### config.mk
export PLATFORM = sky130hd
export DESIGN_NAME = hazard_ctrl
export DESIGN_NICKNAME = d
export VERILOG_FILES = /design/src/rtl/hazard_ctrl.sv
export SDC_FILE = /design/constraint.sdc
export NUM_CORES = 1
export LEC_CHECK = 0
export ABC_CLOCK_PERIOD_IN_PS = 2300
export BUFFER_PORTS_ARGS = -buffer_cell sky130_fd_sc_hd__buf_4
export CAP_MARGIN = 30
export CORE_ASPECT_RATIO = 0.75
export CORE_MARGIN = 2
export CORE_UTILIZATION = 40
export CTS_CLUSTER_DIAMETER = 200
export CTS_CLUSTER_SIZE = 40
export DETAILED_ROUTE_END_ITERATION = 8
export PLACE_DENSITY_LB_ADDON = 0.05
export SYNTH_ARGS = -nofsm -noshare
export SYNTH_HDL_FRONTEND = slang
export SYNTH_SLANG_ARGS = --single-unit
### constraint.sdc
create_clock -name clk -period 2.3 [get_ports clk]
set_input_delay 0.115 -clock clk [delete_from_list [all_inputs] [get_ports clk]]
set_output_delay 0.115 -clock clk [all_outputs]
set_load 0.01 [all_outputs]
### src/rtl/hazard_ctrl.sv
// Five-stage pipeline hazard/stall controller: RAW stalls from Tuse/Tnew,
// MDU occupancy stalls, and a saturating stalled-cycle counter.
module hazard_ctrl #(
  parameter int MULT_CYCLES = 5,
  parameter int DIV_CYCLES  = 10
) (
  input  logic        clk,
  input  logic        res,
  input  logic [4:0]  D_rs,
  input  logic [4:0]  D_rt,
  input  logic [1:0]  D_tuse_rs,
  input  logic [1:0]  D_tuse_rt,
  input  logic        D_is_md,
  input  logic [4:0]  E_A3,
  input  logic [1:0]  E_tnew,
  input  logic [4:0]  M_A3,
  input  logic [1:0]  M_tnew,
  input  logic        E_md_start,
  input  logic        E_md_op,
  output logic        F_WE,
  output logic        D_WE,
  output logic        E_WE,
  output logic        E_flush,
  output logic        md_busy,
  output logic [3:0]  busy_cnt,
  output logic [31:0] stall_cnt
);

  localparam logic [3:0] MULT_LD = 4'(MULT_CYCLES);
  localparam logic [3:0] DIV_LD  = 4'(DIV_CYCLES);

  logic [3:0]  busy_cnt_q, busy_cnt_d;
  logic [31:0] stall_cnt_q, stall_cnt_d;
  logic [1:0]  m_tnew_eff;
  logic        stall_rs, stall_rt, stall_md, stall;

  // M can have at most one cycle left; clamp anything larger to 1.
  assign m_tnew_eff = (M_tnew != 2'd0) ? 2'd1 : 2'd0;

  assign stall_rs = (D_tuse_rs != 2'd3) && (D_rs != 5'd0) &&
                    (((D_rs == E_A3) && (E_tnew > D_tuse_rs)) ||
                     ((D_rs == M_A3) && (m_tnew_eff > D_tuse_rs)));
  assign stall_rt = (D_tuse_rt != 2'd3) && (D_rt != 5'd0) &&
                    (((D_rt == E_A3) && (E_tnew > D_tuse_rt)) ||
                     ((D_rt == M_A3) && (m_tnew_eff > D_tuse_rt)));

  assign md_busy  = (busy_cnt_q != 4'd0);
  assign stall_md = D_is_md && (md_busy || E_md_start);
  assign stall    = stall_rs | stall_rt | stall_md;

  // In reset the front end holds and E is loaded with a bubble.
  assign F_WE    = res & ~stall;
  assign D_WE    = res & ~stall;
  assign E_WE    = 1'b1;
  assign E_flush = ~res | stall;

  always_comb begin
    busy_cnt_d = busy_cnt_q;
    if (E_md_start)              busy_cnt_d = E_md_op ? DIV_LD : MULT_LD;
    else if (busy_cnt_q != 4'd0) busy_cnt_d = busy_cnt_q - 4'd1;
  end

  always_comb begin
    stall_cnt_d = stall_cnt_q;
    if (stall && (stall_cnt_q != 32'hFFFF_FFFF)) stall_cnt_d = stall_cnt_q + 32'd1;
  end

  always_ff @(posedge clk or negedge res) begin
    if (!res) begin
      busy_cnt_q  <= 4'd0;
      stall_cnt_q <= 32'd0;
    end else begin
      busy_cnt_q  <= busy_cnt_d;
      stall_cnt_q <= stall_cnt_d;
    end
  end

  assign busy_cnt  = busy_cnt_q;
  assign stall_cnt = stall_cnt_q;

endmodule

Word-level counts from Yosys, hierarchy flattened
Cells that the tools add are included.
{"block": "totals", "regBits": 36, "memories": 0, "romBits": 0, "out_inout_bits": 41, "latch_bits": 0, "ramBits": 0, "in_bits": 33}
{"block": "op_classes", "shift": 0, "n_lt_le_gt_ge": 4, "n_bitwise": 6, "muxes": 4, "div_mod_pow": 0, "n_mul": 0, "n_reduce_logical": 18, "eq_ne": 7, "addsub": 2}
{"operator": "32-bit by 1-bit adder with 32-bit output (second input constant)", "count": 1}
{"operator": "32-bit != test (second input constant)", "count": 1}
{"operator": "5-bit == test", "count": 4}
{"operator": "4-bit 2-to-1 mux", "count": 3}
{"operator": "1-bit logical AND", "count": 10}
{"operator": "5-bit nonzero test", "count": 2}
{"operator": "1-bit by 2-bit > comparator with 1-bit output", "count": 2}
{"operator": "2-bit > comparator", "count": 2}
{"operator": "2-bit != test (second input constant)", "count": 2}
{"operator": "2-bit nonzero test", "count": 2}
{"operator": "4-bit nonzero test", "count": 1}
{"operator": "4-bit by 1-bit subtractor with 4-bit output (second input constant)", "count": 1}
{"operator": "1-bit logical OR", "count": 3}
{"operator": "1-bit bitwise OR", "count": 3}
{"operator": "1-bit inverter", "count": 2}
{"operator": "1-bit AND", "count": 1}
{"operator": "1-bit 2-to-1 mux", "count": 1}

Longest topological paths before layout
Gate-level depths: netlist of run 1.
{"block": "logic_depth", "depth_word": 10, "mapped_depth": 12, "depth_no_buf": 9}

Worst setup path before layout of run 1
No wires, ideal clock.
{"block": "synth_path", "path_kind": "reg-to-output", "startpoint": "register busy_cnt_q[0], in the netlist busy_cnt[0]", "endpoint": "output F_WE", "t_arrival_ps": 2169, "setup_slack_ps": 16, "t_required_ps": 2185, "path_stages_with_launch": 13, "path_cell_list": "dfrtp_1 -> inv_1 -> ha_1 -> nor2b_1 -> nor2b_1 -> inv_1 -> o21ai_0 -> and3_1 -> buf_6 -> buf_6 -> nand2_1 -> inv_1 -> buf_4"}
{"block": "synth_between", "elab_chain_cells": 6}
{"item": "start: declaration", "line": "32", "source": "logic [3:0] busy_cnt_q, busy_cnt_d;"}
{"item": "start signal: assignment", "line": "73", "source": "busy_cnt_q <= busy_cnt_d;"}
{"item": "4-bit nonzero test", "line": "47", "source": "assign md_busy = (busy_cnt_q != 4'd0);"}
{"item": "net md_busy", "line": "24", "source": "output logic md_busy,"}
{"item": "1-bit logical OR", "line": "48", "source": "assign stall_md = D_is_md && (md_busy || E_md_start);"}
{"item": "1-bit logical AND", "line": "48"}
{"item": "1-bit bitwise OR", "line": "49", "source": "assign stall = stall_rs | stall_rt | stall_md;"}
{"item": "1-bit inverter"}
{"item": "1-bit AND"}
{"item": "end: declaration", "line": "20", "source": "output logic F_WE,"}
The timed path passes the listed nets, and every way through them passes these cells.

Final worst setup path of run 1
{"block": "layout_path", "startpoint": "register stall_cnt_q[14], in the netlist stall_cnt[14]", "endpoint": "register stall_cnt_q[1], in the netlist stall_cnt[1]"}
{"block": "layout_between", "elab_chain_cells": 2}
{"item": "start: declaration", "line": "33", "source": "logic [31:0] stall_cnt_q, stall_cnt_d;"}
{"item": "start signal: assignment", "line": "74", "source": "stall_cnt_q <= stall_cnt_d;"}
{"item": "32-bit != test", "line": "65", "source": "if (stall && (stall_cnt_q != 32'hFFFF_FFFF)) stall_cnt_d = stall_cnt_q + 32'd1;"}
{"item": "1-bit logical AND", "line": "65"}
Every way passes these cells.
A chain may end at the register's enable or synchronous reset.

==> impl_metrics.py, run 1 <==
metrics = {
    "outcome": {
        "outcome": "finished, final reports clean",
    },
    "timing": {
        "finalMaxSlewViolations": 0,
        "max_freq_mhz": 456,
        "skew_ns": 0.00518,
        "hold_viol_final": 0,
        "post-route-min-period_ns": 2.19,
        "finalSetupViolations": 0,
        "fin_ws_ns": 0.108,
        "period_share_pct": 95.3,
        "tns_ns": 0,
    },
    "placed_design": {
        "dp.cells": 390,
        "pre_cts_ws_ns": -0.00678,
        "place.detailed.hpwl_um": 4340,
        "place_congestion": 0.814,
        "io_buffers": 72,
    },
    "die": {
        "die_w_um": 91.2,
        "coreArea_um2": 5410,
        "die_h_um": 69.4,
        "design.portCount": 74,
        "die_area_um2": 6330,
        "rows": 23,
        "start_util_pct": 42.1,
    },
    "yosys": {
        "syn_area_um2": 2280,
        "netlist.area_leader.share_pct": 39.5,
        "yosysSeqAreaShare_pct": 39.5,
        "syn_nets": 274,
        "synth-simple-area-share_pct": 27.6,
        "synth_mux_area_share_pct": 1.43,
        "synth_cell_type_count": 41,
        "yosys_warnings": 0,
        "synth_top_area_cell": "dfrtp_1",
        "avgSynthCellArea_um2": 9.74,
        "synth_enable_flop_cells": 0,
        "async_flop_share_pct": 100,
        "synth_top_family_by_area": "simple AND/OR/NAND/NOR gates",
        "synth_ff_type": "dfrtp_1",
        "synth_cells": 234,
        "ys_ff_latch": 36,
        "synth-compound-area-share_pct": 3.79,
        "synth_area_leaders": "dfrtp_1 40%, xnor2_1 14%, xor2_1 5.0%, ha_1 3.8%, nand3_1 3.5%",
        "synth_fa_ha_area_share_pct": 3.84,
        "synth_xor_area_share_pct": 19.9,
    },
    "pwr": {
        "total_power_w": 0.00198,
        "p_int_w": 0.00135,
        "switchingPower_w": 0.000631,
        "swShare_pct": 31.9,
        "combPwrFrac_pct": 34.5,
        "ir_drop_uv": 231,
        "seq_power_share_pct": 41.8,
        "clock_power_share_pct": 23.6,
        "p_leak_nw": 1.47,
        "p_per_area_nw_per_um2": 616,
    },
    "route": {
        "num_vias": 2003,
        "drc": 0,
        "viasPerCell": 4.92,
        "drtIter0Drc": 82,
        "wl_um": 5670,
        "firstDrtPassIters": 4,
        "routedWlPerCell_um": 13.9,
        "ant_nets": 0,
    },
    "cts": {
        "clk_pin_slew_worst_paths_ns": 0.07,
        "cts_max_level": 2,
        "cts_tree": "done",
        "cts_made_buffers": 5,
        "cts-root-buf": "clkbuf_8",
        "cts.sinks": 36,
        "cts_buffer_depth": 2,
        "insertion_delay_ns": 0.28,
    },
    "worst_setup_path": {
        "endpoint_kind": "flop",
        "critical_path.startpoint_type": "flop",
        "arrival_ns": 2.36,
        "cp.required_ns": 2.47,
        "rr_worst_depth": 7,
        "crit_fanout": 4,
        "path_class": "flop to flop",
    },
    "global_routing": {
        "grt_pass1_wl_um": 9400,
        "grt.overflow.total": 0,
        "grt_pass1_vias": 1933,
        "grt_max_degree": 37,
        "antenna_found_initial": 0,
        "grtUsageTotal_pct": 18.3,
    },
    "cells_and_area": {
        "fin_nets": 371,
        "area_growth_pct": 40.8,
        "diodes": 0,
        "layout.cells.non_filler": 407,
        "layout-drive-gt1-share_pct": 37.3,
    },
    "hold_path": {
        "hold_depth": 2,
        "hold_class": "primary input to flop",
    },
    "run": {
        "cap_violations": 0,
    },
}
critical path, stage by stage (launching register included):
cell and delay (ns):
dfrtp_1 0.39, and4_1 0.25, nand2_1 0.08, or3_1 0.42, or2_1 0.28, or2_1 0.24, nand2_1 0.12, mux2_1 0.32
cells by family (layout without fill, tap and decap cells):
family | Yosys count | in the layout
multiplexers | 3 | 3
other | 1 | 1
buffers and inverters | 16 | 114
AO/OA/AOI/OAI | 13 | 13
flip-flops | 36 | 36
AND/OR/NAND/NOR | 107 | 107
XOR/XNOR | 51 | 51
adder cells (fa/ha/maj) | 7 | 7
cell usage after synthesis (2+ instances only):
cell     instances
ha_1             7
o21ai_0          3
buf_4            2
inv_1            8
or3_1            4
nand2_1         17
nor4_2           3
buf_6            2
xnor2_1         37
or4_1            7
nand3_1         16
o21ai_1          2
buf_2            3
and3_1           9
nor2_1          15
nor2b_1          4
dfrtp_1         36
a22oi_1          2
and4_1           3
or2_1            2
xor2_1          13
nor3_1           7
nand4_1         12
a21oi_1          3
power groups by stage:
| stage | Clock [W] | Sequential, W | Combinational (W) |
|---|---|---|---|
| floorplan | 0 | 0.000874 | 0.000265 |
| global placement | 0 | 0.000833 | 0.000639 |
| detailed placement | 0 | 0.000836 | 0.000643 |
| CTS | 0.000482 | 0.000824 | 0.000648 |
| global route | 0.000508 | 0.000843 | 0.000755 |
| finish | 0.000467 | 0.000828 | 0.000683 |
through the flow:
| step | util, % | area [um2] | hold slack [ns] |
|---|---|---|---|
| CTS | 57.4 | 3110 | 0.0328 |
| detailed placement | 55.4 | 3000 | 0.243 |
| finish | 59.3 | 3210 | 0.0417 |
| floorplan | - | 2280 | -0.181 |
| global placement | 55.4 | 3000 | 0.251 |
| global route | 59.3 | 3210 | 0.0347 |
area by class of cell:
class                      count  area, um2
sequential                    36        901
multi-input combinational    182       1320
timing repair buffer          98        768
clock inverter                 1       7.51
inverter                       8       30.0
clock buffer                   7       86.3
fill                         501       2200
tap                           75       93.8
path summary, 6_finish.rpt:
check | start | endpoint | slack [ns]
max | stall_cnt[14]$_DFFE_PN0P_ | stall_cnt[1]$_DFFE_PN0P_ | 0.11
min | E_md_op | busy_cnt[0]$_DFFE_PN0N_ | 0.04
max reg2reg | stall_cnt[14]$_DFFE_PN0P_ | stall_cnt[1]$_DFFE_PN0P_ | 0.11
min reg2reg | stall_cnt[4]$_DFFE_PN0P_ | stall_cnt[4]$_DFFE_PN0P_ | 0.49
max in group asynchronous | res | stall_cnt[26]$_DFFE_PN0P_ | 1.52
min in group asynchronous | res | busy_cnt[3]$_DFFE_PN0N_ | 0.46
cells in the final DEF, fill, tap and decap left out, drive strengths merged, types with 4 or more instances in the layout:
master | Yosys | final
and3 | 9 | 9
buf | 7 | 96
clkbuf | 1 | 8
dfrtp | 36 | 36
ha | 7 | 7
inv | 8 | 8
nand2 | 17 | 17
nand3 | 16 | 16
nand4 | 13 | 13
nor2 | 15 | 15
nor2b | 4 | 4
nor3 | 7 | 7
nor4 | 4 | 4
o21ai | 5 | 5
or3 | 4 | 4
or4 | 8 | 8
xnor2 | 38 | 38
xor2 | 13 | 13
sequential cells by signal (all words and copies together), names as in the netlist:
register / cells
busy_cnt: 4
stall_cnt: 32
repair_timing:
| item | CTS | global route |
|---|---|---|
| setup buffers | 0 | 7 |
| endpoints found under the setup margin | 3 | 13 |
| hold endpoints to repair | 36 | 0 |
| gates cloned | 0 | 1 |
| resized for setup | 2 | 11 |
| pin swaps | 1 | 1 |
| hold buffers | 1 | 0 |
per-layer routing:
layer  share of wire, %  vias to the layer above  GRT usage, %
li1                   -                     1017             -
met5                  0                        -             0
met4                1.3                        0          4.88
met1                 52                      920          28.0
met2                 42                       57          25.8
met3                4.6                        9          4.35
No activity file was read; power rests on OpenSTA's default activity.
==> run 2: changes to the inputs <==
--- a/config.mk
+++ b/config.mk
@@ -5,7 +5,7 @@
 export SDC_FILE = /design/constraint.sdc
 export NUM_CORES = 1
 export LEC_CHECK = 0
-export ABC_CLOCK_PERIOD_IN_PS = 2300
+export ABC_CLOCK_PERIOD_IN_PS = 1950
 export BUFFER_PORTS_ARGS = -buffer_cell sky130_fd_sc_hd__buf_4
 export CAP_MARGIN = 30
 export CORE_ASPECT_RATIO = 0.75
==> constraint.sdc (replaced) <==
create_clock -name clk -period 1.95 [get_ports clk]
set_input_delay 0.0975 -clock clk [delete_from_list [all_inputs] [get_ports clk]]
set_output_delay 0.0975 -clock clk [all_outputs]
set_load 0.01 [all_outputs]
==> impl_metrics.py, run 2 (synthesis results as in run 1) <==
metrics = {
    "cts": {
        "cts_buffer_depth": 2,
        "cts_tree": "done",
        "clk_pin_slew_worst_paths_ns": 0.08,
        "cts-root-buf": "clkbuf_8",
        "insertion_delay_ns": 0.29,
        "cts.sinks": 36,
        "cts_max_level": 2,
        "cts_made_buffers": 5,
    },
    "cells_and_area": {
        "fin_nets": 428,
        "diodes": 0,
        "fillCellCount": 421,
        "layout-drive-gt1-share_pct": 54.8,
        "largest_reg_flops": 32,
        "final_area_um2": 3900,
        "final_common_cell": "buf_4",
        "area_growth_pct": 71.0,
        "layout_common_cells": "142 x buf_4, 35 x dfrtp_1, 33 x xnor2_1, 14 x nand2_1, 13 x xor2_1",
    },
    "timing": {
        "post-route-min-period_ns": 2.10,
        "fin_ws_ns": -0.154,
        "period_share_pct": 108,
        "tns_ns": -1.80,
        "hold_viol_final": 0,
        "rsz0062_at_grt": "true",
        "max_freq_mhz": 475,
        "finalMaxSlewViolations": 0,
        "finalSetupViolations": 27,
        "skew_ns": 0.0104,
    },
    "worst_setup_path": {
        "rr_worst_depth": 10,
        "cp.required_ns": 2.13,
        "reg2reg_slack_ns": -0.15,
        "crit_fanout": 11,
        "reg2reg_to": "stall_cnt[17]$_DFFE_PN0P_",
        "critical_path.startpoint_type": "flop",
        "r2r-start": "busy_cnt[0]$_DFFE_PN0N_",
        "path_class": "flop to flop",
        "arrival_ns": 2.29,
        "endpoint_kind": "flop",
    },
    "pwr": {
        "p_leak_nw": 1.83,
        "ir_drop_uv": 364,
        "total_power_w": 0.00264,
        "p_per_area_nw_per_um2": 676,
    },
    "die": {
        "die_w_um": 91.2,
        "rows": 23,
        "coreArea_um2": 5410,
        "start_util_pct": 42.1,
        "die_h_um": 69.4,
        "die_area_um2": 6330,
        "design.portCount": 74,
    },
    "global_routing": {
        "antenna_found_initial": 0,
        "grt.overflow.total": 0,
        "grt_pass1_vias": 2282,
        "grt_max_degree": 22,
        "grt_pass1_wl_um": 10700,
        "grtUsageTotal_pct": 20.9,
    },
    "hold_path": {
        "hold_depth": 2,
        "min_to": "busy_cnt[0]$_DFFE_PN0N_",
        "hold_class": "primary input to flop",
        "hp-start": "E_md_op",
    },
    "route": {
        "routedWlPerCell_um": 14.1,
        "viasPerCell": 4.86,
        "drtIter0Drc": 39,
        "drc": 0,
        "firstDrtPassIters": 4,
        "wl_um": 6550,
        "ant_nets": 0,
        "num_vias": 2254,
    },
    "outcome": {
        "violations": "setup timing",
        "outcome": "complete, but fails checks",
    },
    "placed_design": {
        "place.detailed.hpwl_um": 4880,
        "place_congestion": 0.804,
        "pre_cts_ws_ns": -0.360,
        "io_buffers": 72,
        "dpl-instance-area_um2": 3410,
    },
    "run": {
        "cap_violations": 0,
    },
}
[run 2: worst max path at each step]
| stage | depth (start not counted) | startpoint | slack [ns] | endpoint |
|---|---|---|---|---|
| global placement | 10 | E_tnew[1] | -0.28 | stall_cnt[9]$_DFFE_PN0P_ |
| finish | 10 | busy_cnt[0]$_DFFE_PN0N_ | -0.15 | stall_cnt[17]$_DFFE_PN0P_ |
| CTS | 10 | busy_cnt[0]$_DFFE_PN0N_ | -0.14 | stall_cnt[7]$_DFFE_PN0P_ |
| detailed placement | 10 | D_tuse_rt[1] | -0.36 | stall_cnt[24]$_DFFE_PN0P_ |
| global route | 11 | busy_cnt[0]$_DFFE_PN0N_ | -0.23 | stall_cnt[9]$_DFFE_PN0P_ |
| floorplan | 8 | stall_cnt[13]$_DFFE_PN0P_ | -0.20 | stall_cnt[1]$_DFFE_PN0P_ |
[run 2: worst max-delay path, stage by stage, from the launching register on]
cell,delay [ns]
dfrtp_1,0.39
inv_2,0.07
ha_4,0.15
nor2b_4,0.12
nor2b_4,0.13
inv_2,0.07
o21ai_4,0.06
and3_4,0.20
buf_8,0.14
or4_4,0.53
xnor2_2,0.15
[run 2: routing by layer]
layer / vias up / GRT usage (%) / share of wire [%]
met3: 5 / 4.24 / 3.6
met4: 0 / 3.70 / 0.67
met1: 1066 / 30.6 / 49
met5: - / 0 / 0
li1: 1134 / - / -
met2: 49 / 32.4 / 46
[run 2: power by group]
group          switching [W]  internal (W)  total, W
sequential         0.0000913      0.000857  0.000949
combinational       0.000482      0.000637   0.00112
clock               0.000282      0.000288  0.000570
total               0.000855       0.00178   0.00264
[run 2: layout make-up]
| class | count | area [um2] | area share (%) |
|---|---|---|---|
| Timing Repair Buffer | 155 | 1210 | 31.1 |
| Clock buffer | 7 | 86.3 | 2.21 |
| Multi-Input combinational cell | 182 | 1560 | 40.1 |
| Sequential cell | 36 | 902 | 23.1 |
| Inverter | 8 | 32.5 | 0.834 |
| Clock inverter | 1 | 7.51 | 0.193 |
| Tap cell | 75 | 93.8 | 2.41 |
[run 2: timing repair]
| item | CTS | global route |
|---|---|---|
| hold endpoints to repair | 15 | 0 |
| pin swaps | 9 | 25 |
| endpoints found under the setup margin | 30 | 35 |
| hold buffers | 1 | 0 |
| buffers inserted | 9 | 7 |
| cloned | 1 | 0 |
| resized for setup | 25 | 30 |
[run 2: through the flow]
stage / utilization (%) / std cells / hold WS [ns]
CTS: 68.2 / 457 / 0.00207
global route: 72.1 / 464 / 0.00753
global placement: 63.1 / 438 / -0.0198
floorplan: - / 234 / -0.198
detailed placement: 63.1 / 438 / -0.0184
finish: 72.1 / 464 / 0.00915
